===== src/rtl/adc_spi_reader.sv =====
// adc_spi_reader: SPI read-frame controller for an AD7476-style serial ADC.
// Each accepted request edge runs one 16-bit frame (4 leading zeros plus
// 12 data bits, MSB first) and returns the sample with a one-cycle ready pulse.
//
// state    | meaning
// ---------+--------------------------------------------------------------
// IDLE     | cs_n high, sclk high, waiting for a request rising edge
// CS_SETUP | cs_n low for D cycles before the first sclk falling edge
// SHIFT    | 16 bits, each D cycles sclk low then D cycles sclk high
// CS_HOLD  | sclk high, cs_n still low for D cycles, then publish result
// QUIET    | cs_n high for D cycles of converter quiet time
module adc_spi_reader #(
  parameter int CLK_DIV = 4
) (
  input  logic        clk_i,
  input  logic        reset_i,
  input  logic        adc_data_req_i,
  output logic        adc_data_rdy_o,
  output logic [11:0] adc_data_o,
  output logic        frame_err_o,
  output logic        busy_o,
  output logic        spi_cs_n_o,
  output logic        spi_sclk_o,
  input  logic        spi_miso_i
);

  localparam int DIV_W = (CLK_DIV > 2) ? $clog2(CLK_DIV) : 1;
  localparam logic [DIV_W-1:0] DIV_LAST = DIV_W'(CLK_DIV - 1);

  localparam logic [2:0] IDLE     = 3'd0;
  localparam logic [2:0] CS_SETUP = 3'd1;
  localparam logic [2:0] SHIFT    = 3'd2;
  localparam logic [2:0] CS_HOLD  = 3'd3;
  localparam logic [2:0] QUIET    = 3'd4;

  logic [2:0]       state;
  logic [2:0]       state_nxt;
  logic [DIV_W-1:0] div_cnt;
  logic [DIV_W-1:0] div_nxt;
  logic [3:0]       bit_cnt;
  logic [3:0]       bit_nxt;
  logic [15:0]      shift_reg;
  logic             req_d;
  logic             req_edge;
  logic             phase_done;
  logic             bit_last;
  logic             cs_n;
  logic             sclk;
  logic             busy;
  logic             rdy;
  logic [11:0]      data;
  logic             err;

  // Request edge qualifier; reset loads 1 so a request held through reset is not an edge.
  always_ff @(posedge clk_i) begin
    if (reset_i) begin
      req_d <= 1'b1;
    end else begin
      req_d <= adc_data_req_i;
    end
  end

  // Decode of the current phase position and the request edge.
  always_comb begin
    req_edge   = adc_data_req_i & ~req_d;
    phase_done = (div_cnt == DIV_LAST);
    bit_last   = (bit_cnt == 4'd15);
  end

  // Next-state and counter logic; div_cnt wraps every D cycles in every active state.
  always_comb begin
    state_nxt = state;
    div_nxt   = div_cnt;
    bit_nxt   = bit_cnt;
    case (state)
      IDLE: begin
        div_nxt = '0;
        bit_nxt = '0;
        if (req_edge) begin
          state_nxt = CS_SETUP;
        end
      end
      CS_SETUP: begin
        div_nxt = phase_done ? '0 : div_cnt + DIV_W'(1);
        if (phase_done) begin
          state_nxt = SHIFT;
        end
      end
      SHIFT: begin
        div_nxt = phase_done ? '0 : div_cnt + DIV_W'(1);
        // A bit ends at the close of its high phase.
        if (phase_done && sclk) begin
          bit_nxt = bit_cnt + 4'd1;
          if (bit_last) begin
            state_nxt = CS_HOLD;
          end
        end
      end
      CS_HOLD: begin
        div_nxt = phase_done ? '0 : div_cnt + DIV_W'(1);
        if (phase_done) begin
          state_nxt = QUIET;
        end
      end
      QUIET: begin
        div_nxt = phase_done ? '0 : div_cnt + DIV_W'(1);
        if (phase_done) begin
          state_nxt = IDLE;
        end
      end
      default: begin
        state_nxt = IDLE;
        div_nxt   = '0;
        bit_nxt   = '0;
      end
    endcase
  end

  // State and counter registers.
  always_ff @(posedge clk_i) begin
    if (reset_i) begin
      state   <= IDLE;
      div_cnt <= '0;
      bit_cnt <= '0;
    end else begin
      state   <= state_nxt;
      div_cnt <= div_nxt;
      bit_cnt <= bit_nxt;
    end
  end

  // SCLK generation and MISO capture on the edge that raises SCLK.
  always_ff @(posedge clk_i) begin
    if (reset_i) begin
      sclk      <= 1'b1;
      shift_reg <= '0;
    end else begin
      case (state)
        CS_SETUP: begin
          if (phase_done) begin
            sclk <= 1'b0;
          end
        end
        SHIFT: begin
          if (phase_done) begin
            if (!sclk) begin
              sclk      <= 1'b1;
              shift_reg <= {shift_reg[14:0], spi_miso_i};
            end else if (!bit_last) begin
              sclk <= 1'b0;
            end
          end
        end
        default: begin
          sclk <= 1'b1;
        end
      endcase
    end
  end

  // Chip select and busy span: cs_n low from acceptance to end of CS_HOLD, busy through QUIET.
  always_ff @(posedge clk_i) begin
    if (reset_i) begin
      cs_n <= 1'b1;
      busy <= 1'b0;
    end else begin
      if (state == IDLE && req_edge) begin
        cs_n <= 1'b0;
        busy <= 1'b1;
      end
      if (state == CS_HOLD && phase_done) begin
        cs_n <= 1'b1;
      end
      if (state == QUIET && phase_done) begin
        busy <= 1'b0;
      end
    end
  end

  // Result publication at the end of CS_HOLD with a single-cycle ready pulse.
  always_ff @(posedge clk_i) begin
    if (reset_i) begin
      rdy  <= 1'b0;
      data <= '0;
      err  <= 1'b0;
    end else begin
      rdy <= 1'b0;
      if (state == CS_HOLD && phase_done) begin
        rdy  <= 1'b1;
        data <= shift_reg[11:0];
        err  <= |shift_reg[15:12];
      end
    end
  end

  assign adc_data_rdy_o = rdy;
  assign adc_data_o     = data;
  assign frame_err_o    = err;
  assign busy_o         = busy;
  assign spi_cs_n_o     = cs_n;
  assign spi_sclk_o     = sclk;

endmodule


===== config.mk =====
export PLATFORM = sky130hd
export DESIGN_NAME = adc_spi_reader
export DESIGN_NICKNAME = d
export VERILOG_FILES = /design/src/rtl/adc_spi_reader.sv
export SDC_FILE = /design/constraint.sdc
export NUM_CORES = 1
export LEC_CHECK = 0
export CAP_MARGIN = 40
export CELL_PAD_IN_SITES_DETAIL_PLACEMENT = 0
export CELL_PAD_IN_SITES_GLOBAL_PLACEMENT = 1
export CORE_UTILIZATION = 40
export CTS_CLUSTER_DIAMETER = 50
export DETAILED_ROUTE_END_ITERATION = 10
export GPL_ROUTABILITY_DRIVEN = 1
export MAX_ROUTING_LAYER = met4
export PLACE_DENSITY_LB_ADDON = 0.1
export RECOVER_POWER = 25
export SLEW_MARGIN = 10
export SYNTH_ARGS = -nofsm -noshare
export SYNTH_HDL_FRONTEND = slang
export SYNTH_SLANG_ARGS = --single-unit
export TNS_END_PERCENT = 50

===== constraint.sdc =====
create_clock -name clk_i -period 4.9 [get_ports clk_i]
set_clock_uncertainty 0.1 [all_clocks]
set_input_delay 0.49 -clock clk_i [delete_from_list [all_inputs] [get_ports clk_i]]
set_output_delay 0.49 -clock clk_i [all_outputs]
set_load 0.02 [all_outputs]

==> reports/metrics.yaml, run 1 <==
status: "finished, violations left"
violations: "max-capacitance violations, max-slew violations"
synth.avg_cell_area_um2: 8.54
crit_type: "in -> reg"
comb_power_share: 0.027
synth.area.mux_share: 0.00583
path_clk_slew_ns: 0.08
clock_latency_ns: 0.30
grt_pass1_wl_um: 6090
dieArea_mm2: 0.00456
fmax_ghz: 0.354
hpwl_um: 2300
sequentialPowerShare: 0.540
reg2reg_depth: 3
hold_buffers: 0
syn_nets: 208
endpoint_kind: "flip-flop"
cpPeakStageDelay_ns: 1.17
core_mm2: 0.00406
synthDistinctLibCells: 36
finalCritPeriodShare: 0.577
ys_async_sr_fraction: 0
p_switching_uw: 132
start_util: 0.423
power.internal_uw: 523
syn-instance-count: 201
powerDensity_mw_per_mm2: 324
clock-sinks: 43
synth_fa_ha_area_frac: 0.0219
vdd_drop_max_v: 0.000165
largest_register_ffs: 16
synthTopCellsByArea: "dfxtp_1, a21oi_1, nand2_1, nand3_1, o21ai_0"
synth-xor-area-share: 0.0102
ant_nets: 0
cts-buffers-inserted: 5
port_buffers: 20
hold_viol: 0
synth_edf_count: 0
synth_top_family_by_area: "simple AND/OR/NAND/NOR gates"
cap_viol_max_count: 1
synth_compound_area_frac: 0.204
place_congestion: 0.832
fin_crit_ns: 2.83
synth-seq-area-share: 0.501
hold_path_depth: 2
final_util: 0.499
die_h_um: 67.5
cts-resized-gates: 0
tns_ns: 0
route.vias.total: 1468
finalWirelength_um: 3520
synth_simple_gate_area_share: 0.206
synth_top_area_frac: 0.501
n_fill_cell: 393
cp_slowest_cell: "clkbuf_1"
worst_slew_pin_slew_ns: 1.63
r2r_slack_ns: 2.89
pwr-share-clk: 0.433
antenna_found_initial: 0
rsz0062_at_grt: "no"
regArea_um2: 861
maxSlewViolCount: 39
yosysMostFrequentCell: "dfxtp_1"
drcViolationCount: 0
synthesis.area_mm2: 0.00172
clk_path_buf_depth: 2
hp-class: "reg -> reg"
drt_iter0_drc: 77
wl_per_cell_um: 13.4
grt_max_degree: 39
grt_pass1_vias: 1344
post_cts_buffers: 0
overflow: 0
rows: 23
syn_to_final_growth_pct: 17.9
worst-endpoint-required_ns: 4.97
multi_input_area_um2: 768
path_cells: "dlygate4sd3_1, clkbuf_1, nor2_1, mux2i_1, nor3b_1"
drt_pass1_iterations: 4
power_leakage_uw: 0.000677
track_usage: 0.186
ys_ff_latch: 43
arrival_ns: 2.89
crit_fanout: 38
ios: 21
n_antenna_cell: 0
synth-main-ff-cell: "dfxtp_1"
layout.nets: 219
yosysTopAreaCell: "dfxtp_1"
cts_htree_levels: 2
setup_viol: 0
die_w_um: 67.5
synth_warnings: 0
swShare: 0.201
tritoncts: "yes"
start_kind: "input port"
cts_root_buffer: "clkbuf_8"
drive_gt1_frac: 0.0469
yosys-top-cells-count: "dfxtp_1, a21oi_1, nand2_1"
avgViaCountPerCell: 5.58
max-slew-margin-rel: -0.0847
through the flow:
step / cells / hold slack, ns / setup WS, ns / area, µm² / power (µW)
floorplan: 201 / 0.339 / 3.28 / 1720 / 374
global placement: 255 / 0.345 / 2.83 / 1910 / 379
detailed placement: 255 / 0.347 / 2.79 / 1910 / 380
CTS: 263 / 0.359 / 2.58 / 2030 / 665
global route: 263 / 0.378 / 1.75 / 2020 / 680
finish: 263 / 0.351 / 2.07 / 2020 / 655
power by group through the flow:
stage               Clock, µW  Combinational [µW]  Sequential (µW)
floorplan                   0                12.0              362
global placement            0                17.6              362
detailed placement          0                18.0              362
CTS                       293                18.0              354
global route              307                19.5              354
finish                    284                17.5              354
cells in the final DEF, fill, tap and decap left out, drive strengths merged, types with 2 or more instances in the layout:
cell type / n
xor2: 2
nor3: 2
nand4b: 2
nor2: 4
a21oi: 35
dfxtp: 43
clkdlybuf4s50: 15
clkbuf: 7
nand3: 17
ha: 3
nor3b: 3
nand2: 29
o2111ai: 2
o21ai: 17
dlygate4sd3: 5
o31ai: 2
a211oi: 2
or2: 2
clkinv: 2
or4: 2
inv: 2
worst max-delay path: cells and delay by family:
kind	cells	cell delay, ns
mux	1	0.42
simple gates	2	0.29
buf+inv	2	1.69
cell families (layout without fill, tap and decap cells):
logic type,Yosys count,count (layout)
muxes,1,1
buffers and inverters,20,32
xor gates and xnor gates,2,2
DFF,43,43
AOI/OAI and AO/OA,63,63
and+or+nand+nor,69,69
adders and majority gates,3,3
area by class of cell:
class,instances,share of cell area
flip-flops and latches,43,0.425
multi-input cells,138,0.379
repair buffers,21,0.101
clock buffers,6,0.0408
well taps,50,0.0309
clock inverters,2,0.0173
inverters,3,0.00556
routing by layer:
layer,global-route usage,vias to the layer above,share of wire
li1,-,734,-
met1,0.217,707,0.46
met2,0.297,21,0.49
met3,0.0405,6,0.030
met4,0.0957,0,0.021
met5,-,-,0
path summary, 6_finish.rpt:
kind / startpoint / endpoint
worst min-delay path: adc_data_o[11] / adc_data_o[11]
worst max register to register: spi_sclk_o / spi_sclk_o
worst max-delay path: reset_i / div_cnt[1]
worst min register to register: adc_data_o[11] / adc_data_o[11]
Note: power is estimated with default switching activity, not from simulation.
==> run 2: changes to the inputs <==
- CORE_UTILIZATION: 40 -> 36
- clock period: 4.9 -> 2.5 ns (I/O delays scaled with it)
==> run 2 against run 1 <==
Effect of this change: the run now ends clean; clock-buffer cell count stayed put; cell count increased by 1.9%; worst hold slack worse by 0.0038 ns; routed wire length increased by 8.6%; critical endpoint is now adc_data_rdy_o.
==> reports/metrics.yaml, run 2 (same netlist as run 1, synthesis figures left out) <==
arrival_ns: 2.11  # was 2.89 ns
overflow: 0  # unchanged
tns_ns: 0  # unchanged
die_w_um: 71.1  # was 67.5 µm
clk_path_buf_depth: 2  # unchanged
post_cts_buffers: 0  # unchanged
place_congestion: 0.746  # was 0.832
cp_slowest_cell: "clkbuf_1"  # unchanged
clock-sinks: 43  # unchanged
mostFrequentLayoutCell: "dfxtp_1"  # unchanged
maxSlewViolCount: 0  # was 39
hpwl_um: 2540  # was 2300 µm
finalWirelength_um: 3820  # was 3520 µm
fmax_ghz: 0.487
grt_pass1_wl_um: 6340  # was 6090 µm
n_antenna_cell: 0  # unchanged
cpPeakStageDelay_ns: 0.90  # was 1.17 ns
dpl_worst_slack_ns: 0.604  # was 2.79 ns
fin_crit_ns: 2.05
drt_iter0_drc: 84  # was 77
cts_htree_levels: 2  # unchanged
worst-endpoint-required_ns: 2.55  # was 4.97 ns
die_h_um: 71.1  # was 67.5 µm
crit_fanout: 26  # was 38
ant_nets: 0  # unchanged
antenna_found_initial: 0  # unchanged
timing.rr.start: "div_cnt[0]"  # was spi_sclk_o
power_leakage_uw: 0.000704  # was 0.000677 µW
path_clk_slew_ns: 0.08  # about the same
drive_gt1_frac: 0.0602  # was 0.0469
track_usage: 0.168  # was 0.186
pwr-share-clk: 0.434  # was 0.433
reg2reg_depth: 4  # was 3
setup_viol: 0  # unchanged
max-slew-margin-rel: 0.231  # was -0.0847
largest_register_ffs: 16  # unchanged
cts-buffers-inserted: 5  # unchanged
power.internal_uw: 1030  # was 523 µW
final_cell_mix: "dfxtp_1, a21oi_1, nand2_1"  # unchanged
p_switching_uw: 260  # was 132 µW
syn_to_final_growth_pct: 19.4  # was 17.9%
finalPower_uw: 1280  # was 655 µW
regArea_um2: 861  # unchanged
wl_per_cell_um: 14.3  # was 13.4 µm
hold_ws_ns: 0.347  # was 0.351 ns
clock_latency_ns: 0.30  # about the same
cts_root_buffer: "clkbuf_8"  # unchanged
endpoint_kind: "flip-flop"  # unchanged
grt_max_degree: 27  # was 39
start_util: 0.384  # was 0.423
hold_viol: 0  # unchanged
n_fill_cell: 441  # was 393
comb_power_share: 0.027  # about the same
crit_path_start: "reset_i"  # unchanged
grt_pass1_vias: 1398  # was 1344
setup_slack_ns: 0.448  # was 2.07 ns
route.vias.total: 1491  # was 1468
start_kind: "input port"  # unchanged
hp-class: "reg -> reg"  # unchanged
sequentialPowerShare: 0.540  # about the same
rows: 24  # was 23
finalCritPeriodShare: 0.821
cts-resized-gates: 0  # unchanged
worst_slew_pin_slew_ns: 1.15  # was 1.63 ns
vdd_drop_max_v: 0.000323  # was 0.000165 V
powerDensity_mw_per_mm2: 627  # was 324 mW/mm²
r2r_slack_ns: 0.57  # was 2.89 ns
drt_pass1_iterations: 6  # was 4
reg2reg_to: "shift_reg[2]"  # was spi_sclk_o
port_buffers: 20  # unchanged
crit_type: "in -> reg"  # unchanged
dieArea_mm2: 0.00505  # was 0.00456 mm²
cap_viol_max_count: 0  # was 1
swShare: 0.202  # was 0.201
multi_input_area_um2: 768  # unchanged
hold_buffers: 0  # unchanged
path_cells: "dlygate4sd3_1, clkbuf_1, nor2_1"  # was dlygate4sd3_1, clkbuf_1, nor2_1, mux2i_1, nor3b_1
status: "completed"  # was finished, violations left
tritoncts: "yes"  # unchanged
drcViolationCount: 0  # unchanged
avgViaCountPerCell: 5.56  # was 5.58
ios: 21  # unchanged
cp-endpoint: "adc_data_rdy_o"  # was div_cnt[1]
layout.nets: 222  # was 219
core_mm2: 0.00447  # was 0.00406 mm²
rsz0062_at_grt: "no"  # unchanged
run 2: cell types whose count changed in the layout (fill, tap and decap cells not counted):
| cell | previous run | this run |
|---|---|---|
| clkdlybuf4s50_1 | 15 | 11 |
| dlygate4sd3_1 | 5 | 9 |
| buf_4 | 0 | 3 |
run 2: worst min path at each step:
| stage | from | end | slack, ns | cells after the start |
|---|---|---|---|---|
| final | frame_err_o | frame_err_o | 0.35 | 2 |
| after CTS | frame_err_o | frame_err_o | 0.36 | 2 |
| after global routing | frame_err_o | frame_err_o | 0.36 | 2 |
| after detailed placement | frame_err_o | frame_err_o | 0.35 | 2 |
| after floorplan | adc_data_req_i | req_d | 0.26 | 1 |
| after global placement | frame_err_o | frame_err_o | 0.34 | 2 |
run 2: per-stage QoR:
step,util,instances,cell area [µm²]
2_1_floorplan,-,201,1720
4_1_cts,0.459,268,2050
6_report,0.458,268,2050
3_3_place_gp,0.433,260,1940
3_5_place_dp,0.433,260,1940
5_1_grt,0.458,268,2050
run 2: final cells by class:
class / instances / area share
Multi-Input combinational cell: 138 / 0.375
Clock inverter: 2 / 0.0171
Timing Repair Buffer: 24 / 0.111
Sequential cell: 43 / 0.420
Tap cell: 52 / 0.0317
Inverter: 3 / 0.00549
Clock buffer: 6 / 0.0403
run 2: metal layers:
| layer | GRT usage | routed length [µm] | vias to the layer above |
|---|---|---|---|
| met2 | 0.291 | 1820 | 33 |
| met1 | 0.181 | 1750 | 709 |
| met5 | - | 0 | - |
| met3 | 0.0356 | 162 | 7 |
| met4 | 0.0867 | 80 | 0 |
| li1 | - | - | 742 |
run 2: worst max-delay path: cells and delay by family:
kind          cells  cell delay [ns]
simple gates      1             0.10
buf+inv           2             1.74
run 2: power groups by stage:
| stage | Sequential, µW | Clock [µW] | Combinational [µW] |
|---|---|---|---|
| finish | 693 | 557 | 34.1 |
| global route | 694 | 601 | 37.6 |
| CTS | 693 | 571 | 35.6 |
| detailed placement | 709 | 0 | 35.5 |
| global placement | 709 | 0 | 34.8 |
| floorplan | 709 | 0 | 23.4 |
==> run 3: changes to the inputs <==
- CORE_UTILIZATION: 36 -> 40
- clock period: 2.5 -> 2.1 ns (I/O delays scaled with it)
==> run 3 against run 2 <==
Effect of this change: global-route usage rose by 1.5 points; critical path type is now reg -> reg; register-to-register slack worse by 0.17 ns; largest cell class unchanged; largest power group unchanged; via count is 3.3% lower; cell count stayed put; routed wire length is 5.8% lower; setup slack lost 0.045 ns.
==> reports/metrics.yaml, run 3 (same netlist as run 1, synthesis figures left out) <==
drt_pass1_iterations: 4  # was 6
rsz0062_at_grt: "no"  # unchanged
cpPeakStageDelay_ns: 0.52  # was 0.90 ns
antenna_found_initial: 0  # unchanged
final_cell_mix: "dfxtp_1, a21oi_1, nand2_1"  # unchanged
endpoint_kind: "flip-flop"  # unchanged
cts-resized-gates: 0  # unchanged
maxSlewViolCount: 0  # unchanged
cpLargestDelayFamily: "buffers and inverters"  # unchanged
wl_per_cell_um: 13.4  # was 14.3 µm
tritoncts: "yes"  # unchanged
post-place-cells: 260  # unchanged
drt_iter0_drc: 68  # was 84
powerDensity_mw_per_mm2: 675  # was 627 mW/mm²
n_antenna_cell: 0  # unchanged
path_clk_slew_ns: 0.08  # about the same
hp-start: "adc_data_o[1]"  # was frame_err_o
ant_nets: 0  # unchanged
place_area_mm2: 0.00195  # was 0.00194 mm²
max-slew-margin-rel: 0.519  # was 0.231
cts_htree_levels: 2  # unchanged
arrival_ns: 1.82  # was 2.11 ns
grt_max_degree: 20  # was 27
overflow: 0  # unchanged
hold_ws_ns: 0.352  # was 0.347 ns
path_cells: "ha_1, nand4b_1, clkbuf_1, nand2_1, a21oi_1"  # was dlygate4sd3_1, clkbuf_1, nor2_1
largest_register_ffs: 16  # unchanged
timing.rr.start: "div_cnt[0]"  # unchanged
clk_path_buf_depth: 2  # unchanged
drcViolationCount: 0  # unchanged
cp_slowest_cell: "clkbuf_1"  # unchanged
fin_crit_ns: 1.70
drive_gt1_frac: 0.0596  # was 0.0602
crit_type: "reg -> reg"  # was in -> reg
core_mm2: 0.00406  # was 0.00447 mm²
syn_to_final_growth_pct: 18.0  # was 19.4%
grt_pass1_wl_um: 5990  # was 6340 µm
crit_fanout: 14  # was 26
place_congestion: 0.837  # was 0.746
hpwl_um: 2450  # was 2540 µm
cts_root_buffer: "clkbuf_8"  # unchanged
layout.nets: 224  # was 222
n_fill_cell: 418  # was 441
dieArea_mm2: 0.00456  # was 0.00505 mm²
instances_no_fill: 268  # unchanged
port_buffers: 20  # unchanged
dpl_worst_slack_ns: 0.431  # was 0.604 ns
avgViaCountPerCell: 5.38  # was 5.56
mostFrequentLayoutCell: "dfxtp_1"  # unchanged
setup_viol: 0  # unchanged
final_cell_area_mm2: 0.00203  # was 0.00205 mm²
die_w_um: 67.5  # was 71.1 µm
clock-sinks: 43  # unchanged
rows: 23  # was 24
worst-endpoint-required_ns: 2.22  # was 2.55 ns
fmax_ghz: 0.589
cap_viol_max_count: 0  # unchanged
start_util: 0.423  # was 0.384
path_buf_inv: 1  # was 2
start_kind: "flip-flop"  # was input port
hp-class: "reg -> reg"  # unchanged
route.vias.total: 1442  # was 1491
finalCritPeriodShare: 0.808
crit_path_start: "div_cnt[0]"  # was reset_i
hold_viol: 0  # unchanged
post_cts_buffers: 0  # unchanged
ios: 21  # unchanged
worst_slew_pin_slew_ns: 0.722  # was 1.15 ns
vdd_drop_max_v: 0.000386  # was 0.000323 V
status: "completed"  # unchanged
hold_buffers: 0  # unchanged
tns_ns: 0  # unchanged
track_usage: 0.183  # was 0.168
die_h_um: 67.5  # was 71.1 µm
grt_pass1_vias: 1319  # was 1398
power_leakage_uw: 0.000684  # was 0.000704 µW
setup_slack_ns: 0.403  # was 0.448 ns
clock_latency_ns: 0.29  # was 0.30 ns
cts-buffers-inserted: 5  # unchanged
finalWirelength_um: 3600  # was 3820 µm
-- run 3: cell count changes in the layout (fill, tap and decap cells not counted) --
cell	before	now
clkbuf_1	1	3
buf_4	3	4
bufinv_16	1	0
clkbuf_8	6	5
clkinvlp_4	0	1
-- run 3: worst register-to-register path: cells and delay by family (launching register included) --
kind	cells	cell delay [ns]
buffers and inverters	1	0.52
DFF	1	0.33
adders and majority gates	1	0.27
and+or+nand+nor	2	0.24
AOI/OAI and AO/OA	1	0.17
-- run 3: metrics by stage --
stage	power (µW)	util
floorplan	872	-
global placement	888	0.480
detailed placement	888	0.480
CTS	1390	0.501
global route	1430	0.499
finish	1370	0.499
-- run 3: routing by layer --
metal / track usage / share of wire / vias to the layer above
met2: 0.296 / 0.48 / 20
met5: - / 0 / -
met3: 0.0541 / 0.031 / 5
met4: 0.0691 / 0.013 / 0
met1: 0.213 / 0.47 / 677
li1: - / - / 740
-- run 3: layout make-up --
| class | instances | area, µm² | area share |
|---|---|---|---|
| timing repair buffer | 26 | 238 | 0.117 |
| sequential | 43 | 861 | 0.425 |
| multi-input combinational | 138 | 768 | 0.379 |
| clock inverter | 2 | 12.5 | 0.00618 |
| clock buffer | 6 | 72.6 | 0.0358 |
| inverter | 3 | 11.3 | 0.00556 |
| tap | 50 | 62.6 | 0.0309 |
-- run 3: final timing paths --
kind	to	cells past startpoint	slack, ns
max	adc_data_o[2]	5	0.40
min	adc_data_o[1]	2	0.35
max reg2reg	adc_data_o[2]	5	0.40
min reg2reg	adc_data_o[1]	2	0.35
-- run 3: where the power goes --
part	total, µW	leakage (µW)	switching (µW)	internal (µW)
Combinational	41.5	0.000296	24.9	16.6
Clock	501	0.0000412	269	232
Sequential	825	0.000347	5.21	820
